--- config.mk ---
export PLATFORM = sky130hd
export DESIGN_NAME = dom_rand_gen
export DESIGN_NICKNAME = d
export VERILOG_FILES = /design/src/rtl/dom_rand_gen.sv
export SDC_FILE = /design/constraint.sdc
export NUM_CORES = 1
export LEC_CHECK = 0
export CAP_MARGIN = 20
export CORE_MARGIN = 1.5
export CORE_UTILIZATION = 59
export DETAILED_ROUTE_END_ITERATION = 12
export DONT_BUFFER_PORTS = 1
export HOLD_SLACK_MARGIN = 0.05
export MAX_ROUTING_LAYER = met4
export PLACE_DENSITY = 0.79
export SLEW_MARGIN = 5
export SYNTH_ARGS = -nofsm -noshare
export SYNTH_HDL_FRONTEND = slang
export SYNTH_SLANG_ARGS = --single-unit
--- constraint.sdc ---
create_clock -name ClkxCI -period 3.3 [get_ports ClkxCI]
set_input_delay 0.66 -clock ClkxCI [delete_from_list [all_inputs] [get_ports ClkxCI]]
set_output_delay 0.66 -clock ClkxCI [all_outputs]
set_load 0.03 [all_outputs]
--- src/rtl/dom_rand_gen.sv ---
// Seeded LFSR unrolled ZW steps per advance feeding the DOM gadget Z bus; outputs registered, first word WARMUP_CYC+1 cycles after the last seed beat.
// Valid/ready output: a stalled consumer freezes ZxDO and the LFSR; seed beats are accepted only while SeedReadyxSO is high.
module dom_rand_gen #(
    parameter int SHARES     = 4,
    parameter int LFSR_W     = 64,
    parameter int WARMUP_CYC = 16
) (
    input  logic                            ClkxCI,
    input  logic                            RstxSI,
    input  logic [31:0]                     SeedxDI,
    input  logic                            SeedValidxSI,
    output logic                            SeedReadyxSO,
    input  logic                            ReseedxSI,
    output logic [2*SHARES*(SHARES-1)-1:0]  ZxDO,
    output logic                            ValidxSO,
    input  logic                            ReadyxSI,
    output logic [15:0]                     WordCntxDO
);

    localparam int ZW  = 2 * SHARES * (SHARES - 1);
    localparam int NB  = LFSR_W / 32;
    localparam int BCW = (NB > 1) ? $clog2(NB) : 1;
    localparam int WCW = (WARMUP_CYC > 0) ? $clog2(WARMUP_CYC + 1) : 1;

    // Primitive trinomial/pentanomial taps for the supported state widths.
    localparam int TP1 = (LFSR_W == 32) ? 21 : (LFSR_W == 64) ? 62 : 125;
    localparam int TP2 = (LFSR_W == 32) ?  1 : (LFSR_W == 64) ? 60 : 100;
    localparam int TP3 = (LFSR_W == 32) ?  0 : (LFSR_W == 64) ? 59 :  98;
    localparam logic [LFSR_W-1:0] ONE  = {{(LFSR_W-1){1'b0}}, 1'b1};
    localparam logic [LFSR_W-1:0] TAPS = (ONE << (LFSR_W-1)) | (ONE << TP1) | (ONE << TP2) | (ONE << TP3);

    if ((LFSR_W % 32) != 0 || LFSR_W < ZW || !(LFSR_W == 32 || LFSR_W == 64 || LFSR_W == 128)) begin : g_bad_width
        $error("dom_rand_gen: unsupported LFSR_W");
    end

    typedef enum logic [1:0] {SEED, WARM, RUN} state_t;

    state_t              state_q, state_nxt;
    logic [LFSR_W-1:0]   lfsr_q, lfsr_nxt, lfsr_adv, seeded;
    logic [BCW-1:0]      beat_q, beat_nxt;
    logic [WCW-1:0]      warm_q, warm_nxt;
    logic [ZW-1:0]       z_q, z_nxt;
    logic                vld_q, vld_nxt;
    logic                srdy_q, srdy_nxt;
    logic [15:0]         cnt_q, cnt_nxt;

    function automatic logic [LFSR_W-1:0] advance(input logic [LFSR_W-1:0] s);
        logic [LFSR_W-1:0] r;
        r = s;
        for (int i = 0; i < ZW; i++) begin
            r = {r[LFSR_W-2:0], ^(r & TAPS)};
        end
        return r;
    endfunction

    assign lfsr_adv = advance(lfsr_q);

    always_comb begin
        seeded = lfsr_q;
        seeded[32*int'(beat_q) +: 32] = SeedxDI;
    end

    always_comb begin
        state_nxt = state_q;
        lfsr_nxt  = lfsr_q;
        beat_nxt  = beat_q;
        warm_nxt  = warm_q;
        z_nxt     = z_q;
        vld_nxt   = vld_q;
        srdy_nxt  = srdy_q;
        cnt_nxt   = cnt_q;
        case (state_q)
            SEED: begin
                if (SeedValidxSI && srdy_q) begin
                    lfsr_nxt = seeded;
                    beat_nxt = beat_q + BCW'(1);
                    if (beat_q == BCW'(NB - 1)) begin
                        // All-zero state would lock the LFSR up forever.
                        if (seeded == '0) lfsr_nxt = ONE;
                        state_nxt = WARM;
                        warm_nxt  = '0;
                        beat_nxt  = '0;
                        srdy_nxt  = 1'b0;
                    end
                end
            end
            WARM: begin
                lfsr_nxt = lfsr_adv;
                warm_nxt = warm_q + WCW'(1);
                if (warm_q == WCW'(WARMUP_CYC)) begin
                    state_nxt = RUN;
                    z_nxt     = lfsr_adv[ZW-1:0];
                    vld_nxt   = 1'b1;
                end
            end
            RUN: begin
                if (vld_q && ReadyxSI) begin
                    lfsr_nxt = lfsr_adv;
                    z_nxt    = lfsr_adv[ZW-1:0];
                    cnt_nxt  = cnt_q + 16'd1;
                end
            end
            default: state_nxt = SEED;
        endcase
        // Reseed wins over the in-flight handshake's count, but the handshake itself still completes.
        if (ReseedxSI && (state_q == WARM || state_q == RUN)) begin
            state_nxt = SEED;
            vld_nxt   = 1'b0;
            beat_nxt  = '0;
            cnt_nxt   = '0;
            srdy_nxt  = 1'b1;
        end
    end

    always_ff @(posedge ClkxCI) begin
        if (RstxSI) begin
            state_q <= SEED;
            lfsr_q  <= '0;
            beat_q  <= '0;
            warm_q  <= '0;
            z_q     <= '0;
            vld_q   <= 1'b0;
            srdy_q  <= 1'b1;
            cnt_q   <= '0;
        end else begin
            state_q <= state_nxt;
            lfsr_q  <= lfsr_nxt;
            beat_q  <= beat_nxt;
            warm_q  <= warm_nxt;
            z_q     <= z_nxt;
            vld_q   <= vld_nxt;
            srdy_q  <= srdy_nxt;
            cnt_q   <= cnt_nxt;
        end
    end

    assign ZxDO         = z_q;
    assign ValidxSO     = vld_q;
    assign SeedReadyxSO = srdy_q;
    assign WordCntxDO   = cnt_q;

endmodule

==> results.yml <==
run_status:
  outcome: "complete, no violations"
route:
  initialDrtViolationCount: 543
  ant_nets: 0
  wl_um: 16870
  wl_per_cell_um: 21.27
  vias: 5176
  drc: 0
  drt-vias-per-instance: 6.527
  firstDrtPassIters: 6
pwr:
  p_per_area_nw_per_um2: 1175
  p_leak_nw: 2.064
  ir_drop_mv: 0.4537
layout:
  multi_input_area_um2: 3085
  regArea_um2: 2282
  instances_no_fill: 793
  final_nets: 694
  area_delta_synth_final_pct: 9.267
  fillers: 797
  drive_above_1_share_pct: 7.391
critical_path:
  rrSetupSlack_ns: 0.84
  worstPathMaxFanout: 32
  reg2reg_from: "state_q[0]$_SDFFE_PP0P_"
  path_delay_family: "simple AND/OR/NAND/NOR gates"
  worstPathCellList: "inv_1, ha_1, or2_2, and2_1, buf_4, nor2_1, a211oi_1"
  reg2reg_depth: 7
  crit_required_ns: 3.73
  worst_ep_arrival_time_ns: 2.89
  crit_slowest_cell: "ha_1"
  crit_path_start: "state_q[0]$_SDFFE_PP0P_"
  critPathBufInv: 2
  slowest_delay_ns: 0.55
  end_kind: "flip-flop"
  path_depth: 7
  critical_path_class: "flip-flop to flip-flop"
  crit_path_start_kind: "flip-flop"
timing:
  setup_viol: 0
  maxSlewHeadroom_pct: 39.09
  final.setup.tns_ns: 0
  max_freq_mhz: 407.1
  finalHoldViolCount: 0
  tightest_slew_ns: 0.9124
  final-max-slew-violation-count: 0
  rsz0062_at_grt: "false"
  period_needed_ns: 2.456
  skew_ns: 0.009554
  period_share_pct: 74.44
synth:
  syn_inst: 677
  ys_dominant_reg_cell: "dfxtp_1"
  synth-seq-cells: 114
  synth_nets: 721
  syn_avg_cell_area_um2: 8.376
  synth_edf_count: 0
  synthDistinctLibCells: 48
  ys_async_sr_fraction_pct: 0
  synth_warnings: 0
  netlist_area_um2: 5670
  ys_seq_area_share_pct: 40.25
floorplan:
  core-area_um2: 9284
  placementRows: 35
  die_h_um: 101.0
  die_area_um2: 10210
  die_w_um: 101.0
  io_pins: 79
  initial_core_util_pct: 61.08
clock_tree:
  htreeDepth: 4
  cts_tree: "done"
  cts_setup_buffers: 0
  ctsResizeCount: 0
  cts_root_buf: "clkbuf_8"
  cts.sinks: 114
  cts_hold_buf: 0
  clock_latency_ns: 0.52
  numCtsBuffers: 17
  clk_pin_slew_ns: 0.06
  clk_path_buf_depth: 2
grt:
  grt_max_degree: 93
  grt_pass1_vias: 4770
  gr-usage-all-layers_pct: 34.49
  antenna_found_initial: 1
  grt_pass1_wl_um: 25640
  grt_overflow: 0
worst_hold_path:
  whs_path_depth: 1
  worstHoldStart: "RstxSI"
  min_path_type: "input port to flip-flop"
flow_run:
  max_cap_viol_count: 0
place:
  place_congestion: 1.014
  dp.cells: 760
  port_buffers: 0
  dp_hpwl_um: 12060
## metrics by stage
stage | setup WS (ns) | total power (W) | hold slack [ns] | utilization, % | cell area, um2
final | 0.8436 | 0.007280 | 0.2242 | 66.74 | 6196
after global routing | 0.7044 | 0.007646 | 0.2100 | 66.74 | 6196
after CTS | 0.9185 | 0.007179 | 0.2056 | 66.71 | 6193
after detailed placement | 0.9368 | 0.005406 | 0.5012 | 60.57 | 5623
after global placement | 0.9292 | 0.005333 | 0.4964 | 60.57 | 5623
after floorplan | 1.331 | 0.004714 | 0.4789 | - | 5670
## cell usage in the layout (no fill, tap or decap), types with 2 or more instances in the layout
cell / n
nor2_1: 120
dfxtp_1: 114
a211oi_1: 86
xnor2_1: 61
nand2_1: 35
o21ai_0: 31
o22ai_1: 30
nor3_1: 20
nor4_1: 17
clkbuf_16: 16
nand3_1: 14
a21oi_1: 12
inv_1: 8
mux2i_1: 8
xor2_1: 8
buf_4: 8
nand4_1: 7
ha_1: 7
or3_1: 6
and3_1: 4
nand2b_1: 4
nand3b_1: 4
clkinvlp_4: 4
inv_6: 4
or4_1: 3
a22oi_1: 3
or2b_2: 2
a21o_1: 2
clkinv_4: 2
clkinv_2: 2
bufinv_16: 2
## state kept, by name (all words and copies together) (netlist names)
signal	cells
SeedReadyxSO	1
ValidxSO	1
WordCntxDO	16
ZxDO	24
beat_q	1
lfsr_q	64
state_q	2
warm_q	5
## power by group
part / total (W) / internal, W / switching [W]
Sequential: 0.00257 / 0.00181 / 0.000760
Combinational: 0.00293 / 0.00114 / 0.00179
Clock: 0.00178 / 0.00108 / 0.000700
## cell usage after synthesis (all sizes together), types with 2 or more instances
| cell type | n | share of area (%) |
|---|---|---|
| nand3 | 14 | 1.2 |
| clkbuf | 38 | 2.9 |
| nand4 | 7 | 0.77 |
| nor2 | 120 | 7.9 |
| a211oi | 86 | 11 |
| a21o | 2 | 0.26 |
| nor4 | 17 | 1.9 |
| ha | 7 | 1.5 |
| dfxtp | 114 | 40 |
| a21oi | 13 | 1.2 |
| inv | 9 | 0.60 |
| mux2i | 8 | 1.4 |
| or2b | 2 | 0.31 |
| xnor2 | 61 | 9.4 |
| o22ai | 30 | 3.3 |
| a2111oi | 2 | 0.64 |
| buf | 15 | 1.7 |
| xor2 | 8 | 1.2 |
| or4 | 4 | 0.55 |
| and3 | 4 | 0.44 |
| nand3b | 4 | 0.53 |
| nand2 | 35 | 2.3 |
| nor3 | 20 | 1.8 |
| o21ai | 31 | 2.7 |
| a22oi | 3 | 0.40 |
| or3 | 6 | 0.66 |
| nand2b | 4 | 0.44 |
## final timing paths
| check | endpoint |
|---|---|
| hold / removal | lfsr_q[18]$_SDFFE_PP0P_ |
| setup / recovery | lfsr_q[55]$_SDFFE_PP0P_ |
| hold reg to reg | lfsr_q[5]$_SDFFE_PP0P_ |
| setup reg to reg | lfsr_q[55]$_SDFFE_PP0P_ |
## cells by family (layout without fill, tap and decap cells)
group / Yosys count / count (layout) / share of synthesized area, %
buffers and inverters: 63 / 49 / 5.340
flip-flops: 114 / 114 / 40.25
AO/OA/AOI/OAI: 173 / 173 / 21.18
other: 0 / 1 / 0
AND/OR/NAND/NOR: 243 / 243 / 19.62
multiplexers: 8 / 8 / 1.412
adder cells (fa/ha/maj): 7 / 7 / 1.545
XOR/XNOR: 69 / 69 / 10.66
## layout make-up
| type | count | share of cell area, % |
|---|---|---|
| repair buffers | 8 | 0.9693 |
| flip-flops and latches | 114 | 36.83 |
| clock inverters | 14 | 2.464 |
| clock buffers | 18 | 6.745 |
| diodes | 1 | 0.04039 |
| multi-input cells | 500 | 49.80 |
| well taps | 129 | 2.605 |
| inverters | 9 | 0.5452 |
## per-layer routing
metal	routed length, um	global-route usage, %	up-vias
met5	0	-	-
met1	6756	43.85	2395
met2	7250	49.48	329
met3	2199	11.79	73
li1	-	-	2379
met4	662	15.49	0
Note: power is estimated with default switching activity, not from simulation.
